===== src/rtl/binary_to_bcd_ten_bit_pkg.sv =====
// Shared constants and the registered digit bundle
// for the 10-bit binary to BCD converter.
package binary_to_bcd_ten_bit_pkg;

  localparam int BIN_W       = 10;
  localparam int BCD_DIGIT_W = 4;
  localparam int MAX_IN      = 1023;
  localparam int BCD_W       = 3 * BCD_DIGIT_W + 1;

  typedef struct packed {
    logic                   thousands;
    logic [BCD_DIGIT_W-1:0] hundreds;
    logic [BCD_DIGIT_W-1:0] tens;
    logic [BCD_DIGIT_W-1:0] ones;
  } bcd_t;

endpackage


===== src/rtl/binary_to_bcd_ten_bit_bcd_add3.sv =====
// Double-dabble correction cell: adds 3 to a
// nibble of 5 or more so the next shift carries.
module bcd_add3
  import binary_to_bcd_ten_bit_pkg::*;
(
  input  logic [BCD_DIGIT_W-1:0] din,
  output logic [BCD_DIGIT_W-1:0] dout
);

  // Inputs 10..15 never occur; they also get +3
  always_comb begin
    dout = din;
    if (din >= 4'd5) begin
      dout = din + 4'd3;
    end
  end

endmodule


===== src/rtl/binary_to_bcd_ten_bit.sv =====
// Combinational shift-and-add-3 network over the
// 10 input bits, followed by one registered bank.
module binary_to_bcd_ten_bit
  import binary_to_bcd_ten_bit_pkg::*;
(
  input  logic                   clk,
  input  logic                   rst,
  input  logic [BIN_W-1:0]       in,
  output logic [BCD_DIGIT_W-1:0] ones,
  output logic [BCD_DIGIT_W-1:0] tens,
  output logic [BCD_DIGIT_W-1:0] hundreds,
  output logic                   thousands
);

  logic [BCD_W-1:0] acc [0:BIN_W];
  logic [BCD_W-2:0] fix [0:BIN_W-1];
  logic [BIN_W-1:0] unused_msb;
  bcd_t             conv;
  bcd_t             digits;

  assign acc[0] = '0;

  genvar k;
  generate
    for (k = 0; k < BIN_W; k++) begin : g_step
      // Top bit only fills on the last shift
      assign unused_msb[k] = acc[k][BCD_W-1];

      if (k >= 3) begin : g_ones
        bcd_add3 u_ones (
          .din  (acc[k][3:0]),
          .dout (fix[k][3:0])
        );
      end else begin : g_ones_pass
        assign fix[k][3:0] = acc[k][3:0];
      end

      if (k >= 6) begin : g_tens
        bcd_add3 u_tens (
          .din  (acc[k][7:4]),
          .dout (fix[k][7:4])
        );
      end else begin : g_tens_pass
        assign fix[k][7:4] = acc[k][7:4];
      end

      if (k >= 9) begin : g_hund
        bcd_add3 u_hund (
          .din  (acc[k][11:8]),
          .dout (fix[k][11:8])
        );
      end else begin : g_hund_pass
        assign fix[k][11:8] = acc[k][11:8];
      end

      assign acc[k+1] = {fix[k], in[BIN_W-1-k]};
    end
  endgenerate

  assign conv = bcd_t'(acc[BIN_W]);

  // Digit register bank, cleared at once by rst
  always_ff @(posedge clk or posedge rst) begin
    if (rst) begin
      digits <= '0;
    end else begin
      digits <= conv;
    end
  end

  assign ones      = digits.ones;
  assign tens      = digits.tens;
  assign hundreds  = digits.hundreds;
  assign thousands = digits.thousands;

endmodule


===== config.mk =====
export PLATFORM = sky130hd
export DESIGN_NAME = binary_to_bcd_ten_bit
export DESIGN_NICKNAME = d
export VERILOG_FILES = /design/src/rtl/binary_to_bcd_ten_bit_pkg.sv /design/src/rtl/binary_to_bcd_ten_bit_bcd_add3.sv /design/src/rtl/binary_to_bcd_ten_bit.sv
export SDC_FILE = /design/constraint.sdc
export NUM_CORES = 1
export LEC_CHECK = 0
export ABC_AREA = 1
export CORE_MARGIN = 4
export CORE_UTILIZATION = 40
export DETAILED_ROUTE_END_ITERATION = 16
export REMOVE_ABC_BUFFERS = 1
export SYNTH_ARGS = -nofsm -noshare
export SYNTH_HDL_FRONTEND = slang
export SYNTH_SLANG_ARGS = --single-unit
export TNS_END_PERCENT = 5

===== constraint.sdc =====
create_clock -name clk -period 0.8 [get_ports clk]
set_input_delay 0.24 -clock clk [delete_from_list [all_inputs] [get_ports clk]]
set_output_delay 0.24 -clock clk [all_outputs]
set_load 0.1 [all_outputs]

# Yosys cells after proc, flatten, opt, wreduce, memory -nomap -nowiden
# Index checks and enable logic that the tools add are counted.
# classes
addsub,12
muxes,12
magnitude_cmp,12
# op_table
operator,count
4-bit two-way mux,12
4-bit by 2-bit adder with 4-bit output (second input constant),9
4-bit by 3-bit >= comparator with 1-bit output (second input constant),9
3-bit by 2-bit adder with 4-bit output (second input constant),3
3-bit >= comparator (second input constant),3
# totals
elab_cells,40
ff_bits,13
output_inout_bits,13

# Logic depth before layout (Yosys ltp)
# Gate-level depths: netlist (run 1).
# depth
depth_word,14
ltp_mapped,39

# Modules after synthesis
# A second synthesis (run 1) with hierarchy kept.
# hier_totals
cells_unflattened,291
area_unflattened_um2,1954.4
# modules_own_cells
mod,n_inst,cells_each,seq_area_each_um2,area_per_inst_um2
bcd_add3,12,23,0.0,135.1
binary_to_bcd_ten_bit,1,15,325.3,332.8

# Least setup slack after synthesis (run 1)
# Ideal clock, no wire load.
# synth_path
path_kind,input -> register
startpoint,in in[8]
endpoint,reg digits (netlist bit tens[1])
path_slack_ps,-3390
arrival_time_ps,4074
setup_ps,117
stages,37
path_cell_list,inv_1 ha_1 nand2_2 nand2_1 nand2_1 nand2_1 ha_1 inv_1 nand2_1 nand3_2 nand2_1 nand2_1 and2_1 ha_1 inv_1 or2_2 nand4_1 nand2_1 ha_1 nand2_1 o211ai_1 nand2_1 ha_1 inv_1 nand3_1 nand4_1 nand2_1 inv_1 ha_1 nand3_1 nand3_1 nand2_1 nand3_2 nand2_2 nand2_2 nand2_1 nand2_1
# synth_lines
element,line_no,rtl
from (decl),binary_to_bcd_ten_bit.sv:8,"input logic [BIN_W-1:0] in,"
to (signal assigned),binary_to_bcd_ten_bit.sv:67,digits <= conv;
to (decl),binary_to_bcd_ten_bit.sv:19,bcd_t digits;

==> run_results.csv, run 1 <==
group,metric,value,unit
routing,drc,0,
routing,firstDrtPassIters,4,
pwr,pwr-share-seq,11.1,%
clock_tree,numCtsBuffers,3,
finish,layout-drive-gt1-share,52.9,%
floorplan,rows,22,
outcome,failed_checks,"negative setup slack",
placement,io_buffers,24,
floorplan,io_pins,25,
floorplan,die_h,70.5,um
sta,layout_worst_path_cycle_share,481,%
global_routing,grt_pass1_vias,1944,
yosys,yosysUniqueCellTypes,24,
yosys,ys_ff_latch,13,
global_routing,antenna_found_initial,0,
global_routing,grt_max_degree,14,
yosys,synth_top_area_share,22.3,%
clock_tree,clkTransAtPathRegs,0.05,ns
pwr,cellLeakagePower,1.64,nW
placement,dpl.hpwl,2910,um
routing,wirelength,5170,um
pwr,comb_power_share,83.8,%
worst_setup_path,critPathMaxFanout,5,
clock_tree,cts_tree,"done",
worst_setup_path,arrival,3.98,ns
pwr,vdd_drop_max,1.35,mV
sta,clock.fmax,0.260,GHz
clock_tree,cts_root_buffer,"clkbuf_8",
routing,num_vias,2050,
floorplan,start_util,42.1,%
floorplan,dieArea,4970,um^2
routing,postRouteAntennaNets,0,
finish,area_growth,91.8,%
yosys,synth_cells,257,
floorplan,die_w,70.5,um
yosys,ys_seq_area_share,20.8,%
sta,slew_headroom,83.2,%
pwr,powerDensity,3610,nW/um^2
clock_tree,hold_buffers,0,
pwr,report.power.total,10.8,mW
yosys,syn_area,1560,um^2
outcome,status,"finished, violations left",
pwr,switchingPower,5.86,mW
worst_setup_path,crit_end,"tens[2]",
finish,fin_nets,390,
sta,final.setup.tns,-38.28,ns
global_routing,grt-ovfl-total,0,
routing,wl_per_cell,12.5,um
finish,finish.instance_area,3000,um^2
routing,drt-initial-drc-count,82,
floorplan,core,3720,um^2
worst_hold_path,hold_path.class,"input port to async pin",
placement,place.gp.congestion,0.788,
worst_setup_path,crit_path_top_delay_cell,"or2_4",
worst_setup_path,crit_path_end_kind,"flip-flop",
worst_setup_path,critPathMostFrequentCell,"nand2_2",
pwr,netSwitchingFraction,54.1,%
finish,antenna_cells,0,
worst_setup_path,start_kind,"input port",
worst_setup_path,critical_path_class,"input port to flip-flop",
routing,avgViaCountPerCell,4.94,
sta,drv_slew,0,
sta,setup_viol,25,
pwr,pwr-share-clk,5.1,%
yosys,avgSynthCellArea,6.08,um^2
global_routing,track_usage,18.5,%
sta,setup_ws,-3.05,ns
worst_setup_path,slowest_delay,0.23,ns
clock_tree,cts.htree.levels,1,
global_routing,grt_pass1_wl,7690,um
worst_setup_path,worstPathRequired,0.93,ns
clock_tree,cts_buffer_depth,2,
yosys,ys_top_cells_by_area,"nand2_1 22%, dfrtp_1 21%, nand3_1 11%",
pwr,p_int,4.97,mW
sta,min_period,3.85,ns
worst_setup_path,crit_path_start,"in[8]",
placement,place_area,2400,um^2
sta,report.final.hold_viol_count,0,
clock_tree,clock_sinks,13,
sta,rsz0062_at_grt,"yes",
run,drv_cap,0,
yosys,synth_top_cell_by_area,"nand2_1",
sta,worstMarginPinSlew,0.250,ns
yosys,synth_warnings,0,
-- cell type report --
type / count / area [um^2]
repair buffers: 106 / 998
inverters: 45 / 176
flip-flops and latches: 13 / 325
multi-input cells: 199 / 1390
clock buffers: 4 / 45.0
fillers: 237 / 718
well taps: 48 / 60.1
-- sequential cells by signal, summed over array words and instances, names as in the netlist --
register / flops
hundreds: 4
ones: 4
tens: 4
thousands: 1
-- placed cells by master (no fill, tap or decap), drive strengths merged --
master,count
o21bai,2
nand4,5
and2,1
xor2,3
nand2,113
o21ai,9
ha,10
o211ai,1
nand3,42
inv,45
clkbuf,4
clkdlybuf4s50,7
nor2,7
buf,98
or2,2
dfrtp,13
dlygate4sd2,1
a21oi,3
nand3b,1
-- metrics by stage --
stage	setup slack (ns)	util [%]	hold slack [ns]	instances
floorplan	-3.39	-	0.117	257
global placement	-3.88	64.7	0.570	382
detailed placement	-3.99	64.7	0.556	382
CTS	-2.92	75.8	0.316	411
global route	-3.30	80.7	0.327	415
finish	-3.05	80.7	0.315	415
-- synth_stat cells --
cell type  count
and2_1         1
a21oi_2        1
nor2_1         6
dfrtp_1       13
o21ai_0        3
a21oi_1        2
nand4_1        5
nand2_2       19
o211ai_1       1
ha_1          10
nand3_2        7
nand3_1       35
o21ai_1        4
o21bai_1       2
o21ai_4        1
inv_1         40
nand2_4        1
inv_2          5
o21ai_2        1
nand3b_1       1
nand2_1       93
or2_2          2
xor2_1         3
nor2_4         1
-- worst max-delay path, delay by kind of cell --
| family | cells | cell delay, ns |
|---|---|---|
| buf+inv | 6 | 0.34 |
| simple gates | 25 | 2.32 |
| fa+ha+maj | 6 | 0.97 |
| compound gates | 1 | 0.08 |
-- power groups by stage --
stage | combinational (mW) | sequential, mW | clock, mW
final | 9.08 | 1.20 | 0.556
after global routing | 9.82 | 1.22 | 0.597
after CTS | 8.49 | 1.21 | 0.567
after detailed placement | 7.79 | 1.22 | 0
after global placement | 7.67 | 1.20 | 0
after floorplan | 3.16 | 3.06 | 0
-- logic make-up (layout without fill, tap and decap cells) --
group | count (synthesis) | after routing | synth area share (%)
simple gates | 171 | 171 | 52.2
buf+inv | 45 | 155 | 10.8
compound gates | 15 | 15 | 6.49
flops | 13 | 13 | 20.8
fa+ha+maj | 10 | 10 | 8.01
xor+xnor | 3 | 3 | 1.68
-- how the worst min path moves through the flow --
stage | from | end | slack [ns] | cells after the start
floorplan | rst | hundreds[0] | 0.12 | 1
global placement | rst | ones[0] | 0.57 | 3
detailed placement | rst | hundreds[0] | 0.56 | 3
CTS | rst | tens[3] | 0.32 | 3
global route | rst | tens[2] | 0.33 | 3
finish | rst | tens[3] | 0.32 | 3
-- metal layers --
layer | vias to the layer above | part of all wire (%) | GRT usage [%]
met5 | - | 0 | 0
met4 | 0 | 5.0 | 8.94
met3 | 24 | 3.4 | 2.01
met2 | 56 | 54 | 37.2
met1 | 937 | 37 | 18.3
li1 | 1033 | - | -
-- timing repair --
action                                  CTS  global route
endpoints found under the setup margin   25            25
resized for setup                        63            39
pin swaps                                38            35
gates cloned                              0             0
setup buffers                            27             5
Note: power is estimated with default switching activity, not from simulation.
==> run 2: changes to the inputs <==
--- a/config.mk
+++ b/config.mk
@@ -5,7 +5,7 @@
 export SDC_FILE = /design/constraint.sdc
 export NUM_CORES = 1
 export LEC_CHECK = 0
-export ABC_AREA = 1
+export ABC_AREA = 0
 export CORE_MARGIN = 4
 export CORE_UTILIZATION = 40
 export DETAILED_ROUTE_END_ITERATION = 16
==> run 2 against run 1 <==
The flow still finishes with violations (negative setup slack). Sequential share of layout area fell by 1.4 points. Final cell count rose by 9.2%. Clock power rose by 3.8%. Via count rose by 22%. Non-clock buffer count rose by 14. Critical path depth fell by 8. Worst hold slack got worse by 0.012 ns. Flip-flop and latch count did not move. Clock-buffer cell count did not move. Setup slack got worse by 0.58 ns. Wire length rose by 22%. Critical path type unchanged. Critical endpoint is now tens[3]. Highest routed layer unchanged.
==> run_results.csv, run 2 <==
group,metric,value,unit
sta,layout_worst_path_cycle_share,553,%
yosys,synth_cells,280,
finish,mostFrequentLayoutCell,"buf_4",
sta,setup_viol,25,
yosys,synth_top_area_share,15.8,%
finish,fill_cells,379,
floorplan,io_pins,25,
routing,postRouteAntennaNets,0,
yosys,ys_seq_area_share,15.8,%
placement,io_buffers,24,
clock_tree,cts_tree,"done",
clock_tree,clkTransAtPathRegs,0.05,ns
global_routing,grt_max_degree,20,
yosys,yosysUniqueCellTypes,71,
finish,layout-drive-gt1-share,44.8,%
yosys,async_flop_share,100,%
sta,drv_slew,0,
yosys,avgSynthCellArea,7.37,um^2
routing,drt-initial-drc-count,95,
worst_setup_path,start_kind,"input port",
worst_setup_path,critical_path_class,"input port to flip-flop",
global_routing,grt_pass1_wl,10900,um
sta,report.final.hold_viol_count,0,
clock_tree,cts_buffer_depth,2,
yosys,synth_common_cells,"27 x nor2_1, 26 x nand2_1, 22 x a21oi_1",
floorplan,die_h,79.8,um
clock_tree,numCtsBuffers,3,
global_routing,grt_pass1_vias,2458,
yosys,synth_edf_count,0,
pwr,powerDensity,3400,nW/um^2
finish,most-common-layout-cells,"95 x buf_4, 25 x nand2_1, 25 x nor2_1",
worst_setup_path,crit_path_top_delay_cell,"o211a_4",
sta,min_period,4.42,ns
outcome,failed_checks,"negative setup slack",
sta,final.setup.tns,-43.56,ns
outcome,status,"finished, violations left",
clock_tree,hold_buffers,0,
sta,slew_headroom,61.9,%
routing,num_vias,2505,
worst_setup_path,crit_family,"compound AO/OA/AOI/OAI gates",
routing,wirelength,6330,um
sta,worstMarginPinSlew,0.570,ns
floorplan,dieArea,6370,um^2
worst_hold_path,hold_path.class,"input port to async pin",
worst_setup_path,slowest_delay,0.27,ns
yosys,syn_area,2060,um^2
yosys,synth_warnings,0,
worst_setup_path,critPathBufInv,5,
worst_setup_path,worstPathRequired,0.93,ns
worst_setup_path,critPathMostFrequentCell,"ha_4",
worst_setup_path,critPathMaxFanout,7,
global_routing,antenna_found_initial,0,
yosys,synth_top_cell_by_area,"dfrtp_1",
routing,firstDrtPassIters,4,
floorplan,start_util,42.6,%
pwr,vdd_drop_max,1.80,mV
floorplan,rows,25,
finish,area_growth,66.9,%
clock_tree,cts_root_buffer,"clkbuf_8",
worst_setup_path,crit_path_start,"in[8]",
placement,place.gp.congestion,0.858,
yosys,synth_ff_type,"dfrtp_1",
global_routing,track_usage,20.5,%
pwr,cellLeakagePower,1.53,nW
worst_setup_path,arrival,4.55,ns
yosys,ys_ff_latch,13,
routing,avgViaCountPerCell,5.53,
yosys,synth_most_common_cell,"nor2_1",
global_routing,grt-ovfl-total,0,
sta,setup_ws,-3.62,ns
yosys,ys_top_cells_by_area,"dfrtp_1 16%, ha_1 6.1%, a21oi_1 5.3%",
sta,rsz0062_at_grt,"yes",
floorplan,die_w,79.8,um
run,drv_cap,0,
worst_setup_path,cp.depth,30,
finish,fin_nets,409,
floorplan,core,4850,um^2
clock_tree,cts.htree.levels,1,
finish,antenna_cells,0,
worst_setup_path,crit_path_end_kind,"flip-flop",
placement,dpl.hpwl,4530,um
clock_tree,clock_sinks,13,
routing,wl_per_cell,14.0,um
sta,clock.fmax,0.226,GHz
routing,drc,0,
sta,fin_hold_ws,0.303,ns
worst_setup_path,crit_end,"tens[3]",
[run 2: how the worst min path moves through the flow]
stage / from / endpoint / slack [ns] / depth (start not counted)
6_report: rst / tens[3] / 0.30 / 3
3_3_place_gp: rst / ones[0] / 0.56 / 3
4_1_cts: rst / ones[0] / 0.31 / 3
3_5_place_dp: rst / hundreds[3] / 0.56 / 3
2_1_floorplan: rst / hundreds[0] / 0.12 / 1
5_1_grt: rst / tens[3] / 0.34 / 3
[run 2: kinds of logic after synthesis]
group,count (synthesis),synth area share [%]
AO/OA/AOI/OAI,105,37.2
AND/OR/NAND/NOR,99,24.1
buffers and inverters,34,6.91
flip-flops,13,15.8
multiplexers,10,5.76
adder cells (fa/ha/maj),10,6.06
XOR/XNOR,9,4.18
[run 2: final cells by class]
cell class	count	area [um^2]	share of cell area [%]
inverter	16	61.3	1.78
timing repair buffer	120	1100	32.1
multi-input combinational	233	1820	53.0
sequential	13	325	9.44
tap	67	83.8	2.43
clock buffer	4	45.0	1.31
[run 2: metal layers]
metal | up-vias | part of all wire (%) | GRT usage (%)
met2 | 70 | 51 | 36.8
met5 | - | 0 | 0
met4 | 0 | 0.76 | 2.20
met3 | 8 | 3.7 | 2.14
li1 | 1247 | - | -
met1 | 1180 | 44 | 27.2
[run 2: where the power goes]
| group | internal (mW) | total (mW) | switching, mW |
|---|---|---|---|
| combinational | 4.69 | 10.0 | 5.34 |
| clock | 0.351 | 0.577 | 0.226 |
| sequential | 0.913 | 1.09 | 0.179 |
[run 2: timing repair]
item / 4_1_cts / 5_1_grt
endpoints found under the hold margin: 0 / 0
resized for setup: 50 / 9
setup endpoints to repair: 25 / 25
setup buffers: 5 / 3
pin swaps: 23 / 6
[run 2: metrics by stage]
step / utilization, % / worst slack, ns / instance area (um^2) / cells / total power [mW]
after floorplan: - / -4.48 / 1980 / 262 / 6.34
after global routing: 71.0 / -3.86 / 3440 / 453 / 12.5
after global placement: 64.3 / -4.45 / 3120 / 442 / 9.69
after CTS: 69.9 / -3.53 / 3390 / 450 / 11.4
after detailed placement: 64.3 / -4.63 / 3120 / 442 / 9.84
final: 71.0 / -3.62 / 3440 / 453 / 11.7
==> run 3: changes to the inputs <==
--- a/config.mk
+++ b/config.mk
@@ -10,6 +10,7 @@
 export CORE_UTILIZATION = 40
 export DETAILED_ROUTE_END_ITERATION = 16
 export REMOVE_ABC_BUFFERS = 1
+export SKIP_LAST_GASP = 1
 export SYNTH_ARGS = -nofsm -noshare
 export SYNTH_HDL_FRONTEND = slang
 export SYNTH_SLANG_ARGS = --single-unit
==> run 3 against run 2 <==
The run still ends with negative setup slack left. Clock-buffer cell count did not move. Setup slack improved by 0.0069 ns. Fmax rose by 0.16%. Cell area fell by 0.91%. Utilization fell by 0.65 points. Non-clock buffer count did not move. Die area did not move. Sequential share of layout area rose by 0.087 points. Wire length fell by 0.99%. Clock power fell by 1%. Combinational power barely moved.
==> run_results.csv, run 3 (synthesis results as in run 2) <==
group,metric,value,unit
worst_setup_path,critPathMaxFanout,7,
floorplan,die_w,79.8,um
worst_setup_path,crit_path_start,"in[8]",
placement,dpl.hpwl,4530,um
clock_tree,cts_root_buffer,"clkbuf_8",
floorplan,rows,25,
worst_setup_path,start_kind,"input port",
worst_setup_path,worstPathRequired,0.93,ns
routing,postRouteAntennaNets,0,
clock_tree,hold_buffers,0,
worst_setup_path,crit_path_top_delay_cell,"o211a_4",
floorplan,dieArea,6370,um^2
worst_setup_path,crit_end,"tens[3]",
sta,layout_worst_path_cycle_share,552,%
run,drv_cap,0,
pwr,cellLeakagePower,1.53,nW
worst_hold_path,hold_path.class,"input port to async pin",
floorplan,start_util,42.6,%
routing,num_vias,2482,
floorplan,die_h,79.8,um
worst_setup_path,critical_path_class,"input port to flip-flop",
clock_tree,cts_buffer_depth,2,
sta,report.final.hold_viol_count,0,
worst_setup_path,cp.depth,30,
finish,antenna_cells,0,
placement,io_buffers,24,
finish,multi_input_area,1790,um^2
sta,worstMarginPinSlew,0.571,ns
routing,drt-initial-drc-count,79,
finish,final_core_util,70.4,%
sta,setup_ws,-3.62,ns
placement,place.gp.congestion,0.858,
finish,most-common-layout-cells,"95 x buf_4, 27 x nor2_1, 25 x nand2_1",
pwr,powerDensity,3380,nW/um^2
finish,layout-drive-gt1-share,43.5,%
sta,fin_hold_ws,0.305,ns
clock_tree,cts_tree,"done",
global_routing,grt_pass1_vias,2466,
sta,min_period,4.42,ns
sta,drv_slew,0,
finish,finish.instance_area,3410,um^2
finish,fin_nets,409,
floorplan,io_pins,25,
finish,mostFrequentLayoutCell,"buf_4",
global_routing,track_usage,20.6,%
routing,avgViaCountPerCell,5.48,
finish,fill_cells,388,
sta,rsz0062_at_grt,"yes",
outcome,failed_checks,"negative setup slack",
sta,clock.fmax,0.226,GHz
sta,slew_headroom,61.8,%
clock_tree,clkTransAtPathRegs,0.05,ns
worst_setup_path,crit_family,"compound AO/OA/AOI/OAI gates",
pwr,vdd_drop_max,1.76,mV
routing,wirelength,6270,um
global_routing,grt_max_degree,20,
global_routing,grt_pass1_wl,11000,um
routing,drc,0,
placement,place_area,3120,um^2
global_routing,grt-ovfl-total,0,
worst_setup_path,critPathBufInv,5,
sta,setup_viol,25,
routing,firstDrtPassIters,4,
clock_tree,clock_sinks,13,
floorplan,core,4850,um^2
routing,wl_per_cell,13.8,um
outcome,status,"finished, violations left",
finish,seq_area,325,um^2
clock_tree,numCtsBuffers,3,
clock_tree,cts.htree.levels,1,
global_routing,antenna_found_initial,0,
worst_setup_path,arrival,4.54,ns
worst_setup_path,crit_path_end_kind,"flip-flop",
worst_setup_path,slowest_delay,0.27,ns
finish,area_growth,65.4,%
==> run 3: cell counts in the layout (fill, tap and decap cells not counted) <==
Identical to the previous run, type by type.
==> run 3: worst min-delay path by stage <==
| stage | from | to | slack, ns | cells after the start |
|---|---|---|---|---|
| finish | rst | tens[3] | 0.30 | 3 |
| global route | rst | tens[3] | 0.34 | 3 |
| CTS | rst | ones[0] | 0.31 | 3 |
| detailed placement | rst | hundreds[3] | 0.56 | 3 |
| global placement | rst | ones[0] | 0.56 | 3 |
| floorplan | rst | hundreds[0] | 0.12 | 1 |
==> run 3: repair_timing <==
action	in CTS	in global routing
gates cloned	0	0
setup endpoints to repair	25	25
resized for setup	48	4
pin swaps	21	6
setup buffers	5	3
==> run 3: per-stage QoR <==
stage | TNS [ns] | setup slack (ns) | power (mW) | instances
final | -43.47 | -3.62 | 11.5 | 453
after global routing | -47.00 | -3.84 | 12.3 | 453
after CTS | -43.02 | -3.53 | 11.3 | 450
after detailed placement | -51.55 | -4.63 | 9.84 | 442
after global placement | -49.40 | -4.45 | 9.69 | 442
after floorplan | -53.06 | -4.48 | 6.34 | 262
==> run 3: area by class of cell <==
class	instances	share of cell area, %
Clock buffer	4	1.32
Inverter	16	1.80
Multi-Input combinational cell	233	52.5
Sequential cell	13	9.53
Tap cell	67	2.46
Timing Repair Buffer	120	32.4
==> run 3: power by group <==
group / total [mW] / internal (mW) / switching [mW]
Combinational: 9.87 / 4.62 / 5.25
Sequential: 1.09 / 0.913 / 0.179
Clock: 0.571 / 0.351 / 0.220
==> run 3: tightest hold or removal path: stages <==
cell and delay [ns]:
clkdlybuf4s50_1 0.40, inv_1 0.09, buf_12 0.14
==> run 3: layer usage <==
metal  routed length (um)  global-route usage [%]  share of wire, %
met3                  179                    2.14               2.9
met2                 3240                    37.1                52
met5                    0                       0                 0
met1                 2830                    27.1                45
met4                   16                    2.20              0.26
